## config.mk

```make
export PLATFORM = sky130hd
export DESIGN_NAME = fetch_stage_flat
export DESIGN_NICKNAME = d
export VERILOG_FILES = /design/src/rtl/fetch_stage_if.sv /design/src/rtl/fetch_stage.sv /design/src/flat_wrapper.sv
export SDC_FILE = /design/constraint.sdc
export NUM_CORES = 1
export LEC_CHECK = 0
export CELL_PAD_IN_SITES_DETAIL_PLACEMENT = 0
export CELL_PAD_IN_SITES_GLOBAL_PLACEMENT = 1
export CORE_AREA = 2 2 236 238
export CTS_CLUSTER_SIZE = 16
export DETAILED_ROUTE_END_ITERATION = 10
export DIE_AREA = 0 0 238 240
export MAX_ROUTING_LAYER = met4
export PLACE_DENSITY_LB_ADDON = 0.1
export SLEW_MARGIN = 10
export SYNTH_ARGS = -nofsm -noshare
export SYNTH_HDL_FRONTEND = slang
export SYNTH_SLANG_ARGS = --single-unit
```

## constraint.sdc

```tcl
create_clock -name clk -period 8.3 [get_ports clk]
set_input_delay 1.66 -clock clk [delete_from_list [all_inputs] [get_ports clk]]
set_output_delay 1.66 -clock clk [all_outputs]
set_load 0.03 [all_outputs]
```

## src/rtl/fetch_stage_if.sv

```systemverilog
// Fetch-stage bundle: redirect input, IMEM request/response channel and decode-side output.
// master = fetch stage, slave = memory/decode/branch-unit side.
interface fetch_stage_if #(
   parameter int unsigned XLEN = 32
);
   logic            redirect_valid;
   logic [XLEN-1:0] redirect_pc;
   logic            imem_req_valid;
   logic            imem_req_ready;
   logic [XLEN-1:0] imem_req_addr;
   logic            imem_rsp_valid;
   logic [31:0]     imem_rsp_data;
   logic            instr_valid;
   logic            instr_ready;
   logic [31:0]     instr_data;
   logic [XLEN-1:0] instr_pc;
   logic [XLEN-1:0] instr_pc_plus4;
   logic            fetch_err;

   modport master (
      input  redirect_valid, redirect_pc, imem_req_ready, imem_rsp_valid, imem_rsp_data,
             instr_ready,
      output imem_req_valid, imem_req_addr, instr_valid, instr_data, instr_pc,
             instr_pc_plus4, fetch_err
   );

   modport slave (
      output redirect_valid, redirect_pc, imem_req_ready, imem_rsp_valid, imem_rsp_data,
             instr_ready,
      input  imem_req_valid, imem_req_addr, instr_valid, instr_data, instr_pc,
             instr_pc_plus4, fetch_err
   );
endinterface

```

## src/rtl/fetch_stage.sv

```systemverilog
// RV32I fetch stage: credit-limited IMEM requests, in-order response FIFO, redirect flush.
// Optional misaligned-redirect trap enabled by defining FETCH_MISALIGN_CHECK_EN.
module fetch_stage #(
   parameter int unsigned    XLEN     = 32,
   parameter logic [XLEN-1:0] RESET_PC = '0,
   parameter int unsigned    DEPTH    = 4
) (
   input logic             clk,
   input logic             reset,
   fetch_stage_if.master   bus
);
   localparam int unsigned CW = $clog2(DEPTH + 1);
   localparam int unsigned PW = $clog2(DEPTH);
   // Dropped responses are no longer charged to the request credit, so several
   // back-to-back flushes can stack them up; extra headroom covers that.
   localparam int unsigned DW = CW + 4;

   logic [XLEN-1:0] pc_q;
   logic [CW-1:0]   count_q;
   logic [CW-1:0]   outstanding_q;
   logic [DW-1:0]   drop_q;
   logic            err_q;
   logic [PW-1:0]   rd_ptr_q, wr_ptr_q;
   logic [PW-1:0]   tag_rd_q, tag_wr_q;
   logic [XLEN-1:0] fifo_pc   [DEPTH];
   logic [31:0]     fifo_data [DEPTH];
   logic [XLEN-1:0] tag_pc    [DEPTH];

   logic            credit, accept, rsp_take, rsp_drop, push, pop;
   logic [XLEN-1:0] target;

   always_comb begin
      credit   = ({1'b0, outstanding_q} + {1'b0, count_q}) < (CW + 1)'(DEPTH);
      bus.imem_req_valid = reset & !bus.redirect_valid & !err_q & credit;
      bus.imem_req_addr  = pc_q;
      accept   = bus.imem_req_valid & bus.imem_req_ready;
      rsp_take = bus.imem_rsp_valid & ((drop_q != '0) | (outstanding_q != '0));
      rsp_drop = rsp_take & (drop_q != '0);
      push     = rsp_take & !rsp_drop & !bus.redirect_valid;
      bus.instr_valid    = (count_q != '0) & !bus.redirect_valid;
      bus.instr_data     = fifo_data[rd_ptr_q];
      bus.instr_pc       = fifo_pc[rd_ptr_q];
      bus.instr_pc_plus4 = fifo_pc[rd_ptr_q] + XLEN'(4);
      pop      = bus.instr_valid & bus.instr_ready;
   end

`ifdef FETCH_MISALIGN_CHECK_EN
   assign target        = bus.redirect_pc;
   assign bus.fetch_err = err_q;
`else
   assign target        = bus.redirect_pc & ~XLEN'(3);
   assign bus.fetch_err = 1'b0;
   assign err_q         = 1'b0;
`endif

   always_ff @(posedge clk or negedge reset) begin
      if (!reset) begin
         pc_q          <= RESET_PC;
         count_q       <= '0;
         outstanding_q <= '0;
         drop_q        <= '0;
         rd_ptr_q      <= '0;
         wr_ptr_q      <= '0;
         tag_rd_q      <= '0;
         tag_wr_q      <= '0;
`ifdef FETCH_MISALIGN_CHECK_EN
         err_q         <= 1'b0;
`endif
         for (int unsigned i = 0; i < DEPTH; i++) begin
            fifo_pc[i]   <= RESET_PC;
            fifo_data[i] <= '0;
         end
      end else if (bus.redirect_valid) begin
         // Everything still in flight becomes a drop; the tag queue is realigned
         // so the next accepted request is also the next tagged response.
         pc_q          <= target;
         count_q       <= '0;
         rd_ptr_q      <= wr_ptr_q;
         outstanding_q <= '0;
         tag_rd_q      <= tag_wr_q;
         drop_q        <= drop_q + DW'(outstanding_q) - DW'(rsp_take);
`ifdef FETCH_MISALIGN_CHECK_EN
         err_q         <= |bus.redirect_pc[1:0];
`endif
      end else begin
         if (accept) begin
            pc_q     <= pc_q + XLEN'(4);
            tag_wr_q <= tag_wr_q + 1'b1;
         end
         outstanding_q <= outstanding_q + CW'(accept) - CW'(rsp_take & !rsp_drop);
         if (rsp_drop) drop_q <= drop_q - 1'b1;
         if (rsp_take & !rsp_drop) tag_rd_q <= tag_rd_q + 1'b1;
         if (push) begin
            fifo_pc[wr_ptr_q]   <= tag_pc[tag_rd_q];
            fifo_data[wr_ptr_q] <= bus.imem_rsp_data;
            wr_ptr_q            <= wr_ptr_q + 1'b1;
         end
         if (pop) rd_ptr_q <= rd_ptr_q + 1'b1;
         count_q <= count_q + CW'(push) - CW'(pop);
      end
   end

   always_ff @(posedge clk) begin
      if (accept) tag_pc[tag_wr_q] <= pc_q;
   end
endmodule
```

## src/flat_wrapper.sv

```systemverilog
// flat-port wrapper written by rule: the top's interface ports become plain ports
module fetch_stage_flat 
#(
   parameter int unsigned    XLEN     = 32,
   parameter logic [XLEN-1:0] RESET_PC = '0,
   parameter int unsigned    DEPTH    = 4
)
  (clk, reset, bus_redirect_valid, bus_redirect_pc, bus_imem_req_ready, bus_imem_rsp_valid, bus_imem_rsp_data, bus_instr_ready, bus_imem_req_valid, bus_imem_req_addr, bus_instr_valid, bus_instr_data, bus_instr_pc, bus_instr_pc_plus4, bus_fetch_err);
  fetch_stage_if #(.XLEN(XLEN)) bus_i ();
  input logic clk;
  input logic reset;
  input wire logic [$bits(bus_i.redirect_valid)-1:0] bus_redirect_valid;
  input wire logic [$bits(bus_i.redirect_pc)-1:0] bus_redirect_pc;
  input wire logic [$bits(bus_i.imem_req_ready)-1:0] bus_imem_req_ready;
  input wire logic [$bits(bus_i.imem_rsp_valid)-1:0] bus_imem_rsp_valid;
  input wire logic [$bits(bus_i.imem_rsp_data)-1:0] bus_imem_rsp_data;
  input wire logic [$bits(bus_i.instr_ready)-1:0] bus_instr_ready;
  output wire logic [$bits(bus_i.imem_req_valid)-1:0] bus_imem_req_valid;
  output wire logic [$bits(bus_i.imem_req_addr)-1:0] bus_imem_req_addr;
  output wire logic [$bits(bus_i.instr_valid)-1:0] bus_instr_valid;
  output wire logic [$bits(bus_i.instr_data)-1:0] bus_instr_data;
  output wire logic [$bits(bus_i.instr_pc)-1:0] bus_instr_pc;
  output wire logic [$bits(bus_i.instr_pc_plus4)-1:0] bus_instr_pc_plus4;
  output wire logic [$bits(bus_i.fetch_err)-1:0] bus_fetch_err;
  assign bus_i.redirect_valid = bus_redirect_valid;
  assign bus_i.redirect_pc = bus_redirect_pc;
  assign bus_i.imem_req_ready = bus_imem_req_ready;
  assign bus_i.imem_rsp_valid = bus_imem_rsp_valid;
  assign bus_i.imem_rsp_data = bus_imem_rsp_data;
  assign bus_i.instr_ready = bus_instr_ready;
  assign bus_imem_req_valid = bus_i.imem_req_valid;
  assign bus_imem_req_addr = bus_i.imem_req_addr;
  assign bus_instr_valid = bus_i.instr_valid;
  assign bus_instr_data = bus_i.instr_data;
  assign bus_instr_pc = bus_i.instr_pc;
  assign bus_instr_pc_plus4 = bus_i.instr_pc_plus4;
  assign bus_fetch_err = bus_i.fetch_err;
  fetch_stage #(.XLEN(XLEN), .RESET_PC(RESET_PC), .DEPTH(DEPTH)) u_core (.clk(clk), .reset(reset), .bus(bus_i));
endmodule
```

==> flow_metrics.tcl <==
set metrics [dict create \
    status "completed" \
    portBuffers 191 \
    track_usage 0.165 \
    fin_setup_tns_ns 0 \
    ff2ff_path_depth 15 \
    critPathCaptureType "primary output" \
    wl_met1_mm 22.5 \
    gr-total-overflow 0 \
    setup_viol_count_final 0 \
    p_per_area_nw_per_um2 251 \
    wl_met2_mm 20.4 \
    ys_types 60 \
    cts.htree.levels 2 \
    vdd.ir_drop.worst_mv 0.163 \
    hpwl_mm 28.3 \
    dieHeight_um 240 \
    arrival_ns 4.25 \
    dieArea_um2 57100 \
    num_antenna_cells 0 \
    initial_core_util 0.346 \
    ys_warn_count 0 \
    grt_max_degree 78 \
    postSynthCellCount 1236 \
    drive_gt1_frac 0.303 \
    power_w 0.00580 \
    r2r_end "u_core.drop_q[6]$_DFFE_PN0P_" \
    wl_mm 45.0 \
    root_buffer "clkbuf_16" \
    viasPerCell 5.09 \
    syn_area_um2 18900 \
    hold_viol 0 \
    crit-reg2reg-launch "u_core.drop_q[0]$_DFFE_PN0P_" \
    crit_path_start "u_core.rd_ptr_q[1]$_DFFE_PN0P_" \
    cts_resized 0 \
    hp-class "reg2reg" \
    antenna_found_initial 0 \
    via_count 11100 \
    max_freq_mhz 169 \
    drc 0 \
    cp-endpoint "bus_instr_pc_plus4[31]" \
    row_count 86 \
    synth_flop_cell "dfrtp_1" \
    dr.pass1.iters 4 \
    fillers 4957 \
    layout_common_cells "dfrtp_1, mux2_2, clkdlybuf4s50_1" \
    holdBufCountCts 0 \
    rsz0062_at_grt "false" \
    r2r_slack_ns 4.59 \
    core-area_um2 54700 \
    layout_commonest_cell "dfrtp_1" \
    wl_per_cell_um 20.7 \
    drt_iter0_drc 515 \
    grt_pass1_vias 11600 \
    cts_tree "yes" \
    async_flop_share 0.714 \
    crit_fanout 36 \
    crit_type "reg2out" \
    avgSynthCellArea_um2 15.3 \
    cts.sinks 419 \
    slew_violations 0 \
    grt_pass1_wl_mm 70.3 \
    synth_seq_area_share 0.585 \
    clk_latency_ns 0.59 \
    ys_seq_elements 419 \
    areaGrowthSynthToFinish_pct 22.0 \
    worstMarginPinSlew_ns 1.10 \
    min_period_ns 5.91 \
    critPathRequiredTime_ns 6.64 \
    fin_worst_skew_ns 0.0331 \
    clock_path_buffers 3 \
    dr_wl_met3_mm 1.49 \
    dieWidth_um 238 \
    nNetsFinal 1531 \
    synth_edf_count 120 \
    setup.worst_path.start_class "flop" \
    slew_headroom 0.269 \
    post_cts_buffers 0 \
    io_pins 201 \
    leakage_nw 10.0 \
    gp_congestion 0.733 \
    min_period_over_period 0.713 \
    cts_buffers 48 \
    drv_cap 0 \
    ant_nets 0 \
    top_layer "met4" \
    clkTransAtPathRegs_ns 0.06 \
]
[layer usage]
| metal | global-route usage | vias to the layer above |
|---|---|---|
| met5 | - | - |
| met4 | 0.0333 | 0 |
| met3 | 0.0265 | 45 |
| met2 | 0.251 | 178 |
| met1 | 0.235 | 5832 |
| li1 | - | 4998 |
[through the flow]
stage	hold WS [ns]	worst slack, ns	instances	util	instance area (um^2)
global route	0.504	2.04	2170	0.423	23100
CTS	0.500	2.28	2170	0.423	23100
global placement	0.480	2.92	2083	0.393	21500
finish	0.496	2.39	2170	0.423	23100
detailed placement	0.487	2.90	2083	0.393	21500
floorplan	0.470	3.86	1242	-	19000
[synthesized netlist by cell type, types with 2 or more instances]
cell | count | area (um^2)
o211ai_1 | 6 | 45.0
nand2_1 | 77 | 289
mux4_1 | 4 | 105
buf_4 | 11 | 82.6
nand2b_1 | 2 | 12.5
a221o_1 | 8 | 80.1
nor4b_1 | 3 | 26.3
nor2b_1 | 2 | 12.5
clkbuf_1 | 20 | 75.1
fa_1 | 3 | 60.1
inv_1 | 40 | 150
o21bai_1 | 2 | 15.0
and2_1 | 11 | 68.8
mux4_2 | 88 | 1980
dfrtp_1 | 299 | 7480
nand4_1 | 7 | 43.8
nor2_1 | 31 | 116
nand3_1 | 23 | 115
edfxtp_1 | 120 | 3600
ha_1 | 29 | 363
o311a_1 | 2 | 20.0
or4_4 | 3 | 33.8
a21oi_1 | 9 | 45.0
o21ai_0 | 34 | 170
buf_2 | 30 | 150
nor3_1 | 11 | 55.1
mux2_2 | 249 | 2800
a31oi_1 | 4 | 25.0
o311ai_0 | 6 | 52.6
or3_1 | 4 | 25.0
nor4_1 | 3 | 18.8
and4_4 | 2 | 22.5
or4_1 | 3 | 22.5
buf_1 | 3 | 11.3
and3_1 | 7 | 43.8
buf_6 | 2 | 22.5
a21o_1 | 5 | 37.5
xor2_1 | 22 | 193
xnor2_1 | 30 | 263
[state kept, by name (all words and copies together), names as in the netlist]
register and cells:
u_core.fifo_data 128, u_core.fifo_pc 120, u_core.tag_pc 120, u_core.bus.imem_req_addr 30, u_core.drop_q 7, u_core.count_q 3, u_core.outstanding_q 3, u_core.rd_ptr_q 2
u_core.tag_rd_q 2, u_core.tag_wr_q 2, u_core.wr_ptr_q 2
[power by group]
group	switching (W)	internal [W]
Combinational	0.000654	0.000538
Clock	0.000856	0.00127
Sequential	0.000205	0.00227
Total	0.00171	0.00408
[cell type report]
cell class	count	area, um^2	share of cell area
repair buffers	204	2010	0.0870
flip-flops and latches	419	11100	0.480
inverters	41	154	0.00666
clock inverters	21	278	0.0120
clock buffers	66	1320	0.0571
multi-input cells	715	7370	0.319
well taps	704	881	0.0381
[worst min path at each step]
stage / start / to / slack (ns) / cells past startpoint
floorplan: u_core.fifo_pc[70]$_DFFE_PN0P_ / u_core.fifo_pc[70]$_DFFE_PN0P_ / 0.47 / 1
global placement: u_core.fifo_pc[38]$_DFFE_PN0P_ / u_core.fifo_pc[38]$_DFFE_PN0P_ / 0.48 / 1
detailed placement: u_core.fifo_data[40]$_DFFE_PN0P_ / u_core.fifo_data[40]$_DFFE_PN0P_ / 0.49 / 1
CTS: u_core.fifo_data[40]$_DFFE_PN0P_ / u_core.fifo_data[40]$_DFFE_PN0P_ / 0.50 / 1
global route: u_core.fifo_data[40]$_DFFE_PN0P_ / u_core.fifo_data[40]$_DFFE_PN0P_ / 0.50 / 1
finish: u_core.fifo_data[10]$_DFFE_PN0P_ / u_core.fifo_data[10]$_DFFE_PN0P_ / 0.50 / 1
[logic make-up (layout without fill, tap and decap cells)]
family | after synthesis | in the layout | share of synthesized area
flops | 419 | 419 | 0.585
mux | 342 | 342 | 0.259
simple gates | 197 | 197 | 0.0520
buf+inv | 108 | 332 | 0.0272
compound gates | 85 | 85 | 0.0299
xor+xnor | 52 | 52 | 0.0241
fa+ha+maj | 32 | 32 | 0.0223
other cells | 1 | 7 | 0.000198
[critical path: stages, from the launching register on]
cell and delay, ns:
dfrtp_2 1.07, mux4_2 0.52, nand3_1 0.24, or2_2 0.38, nor3_2 0.39, nand3_1 0.19, xnor2_1 0.18, clkdlybuf4s50_1 0.68
(Power assumes the default switching activity.)
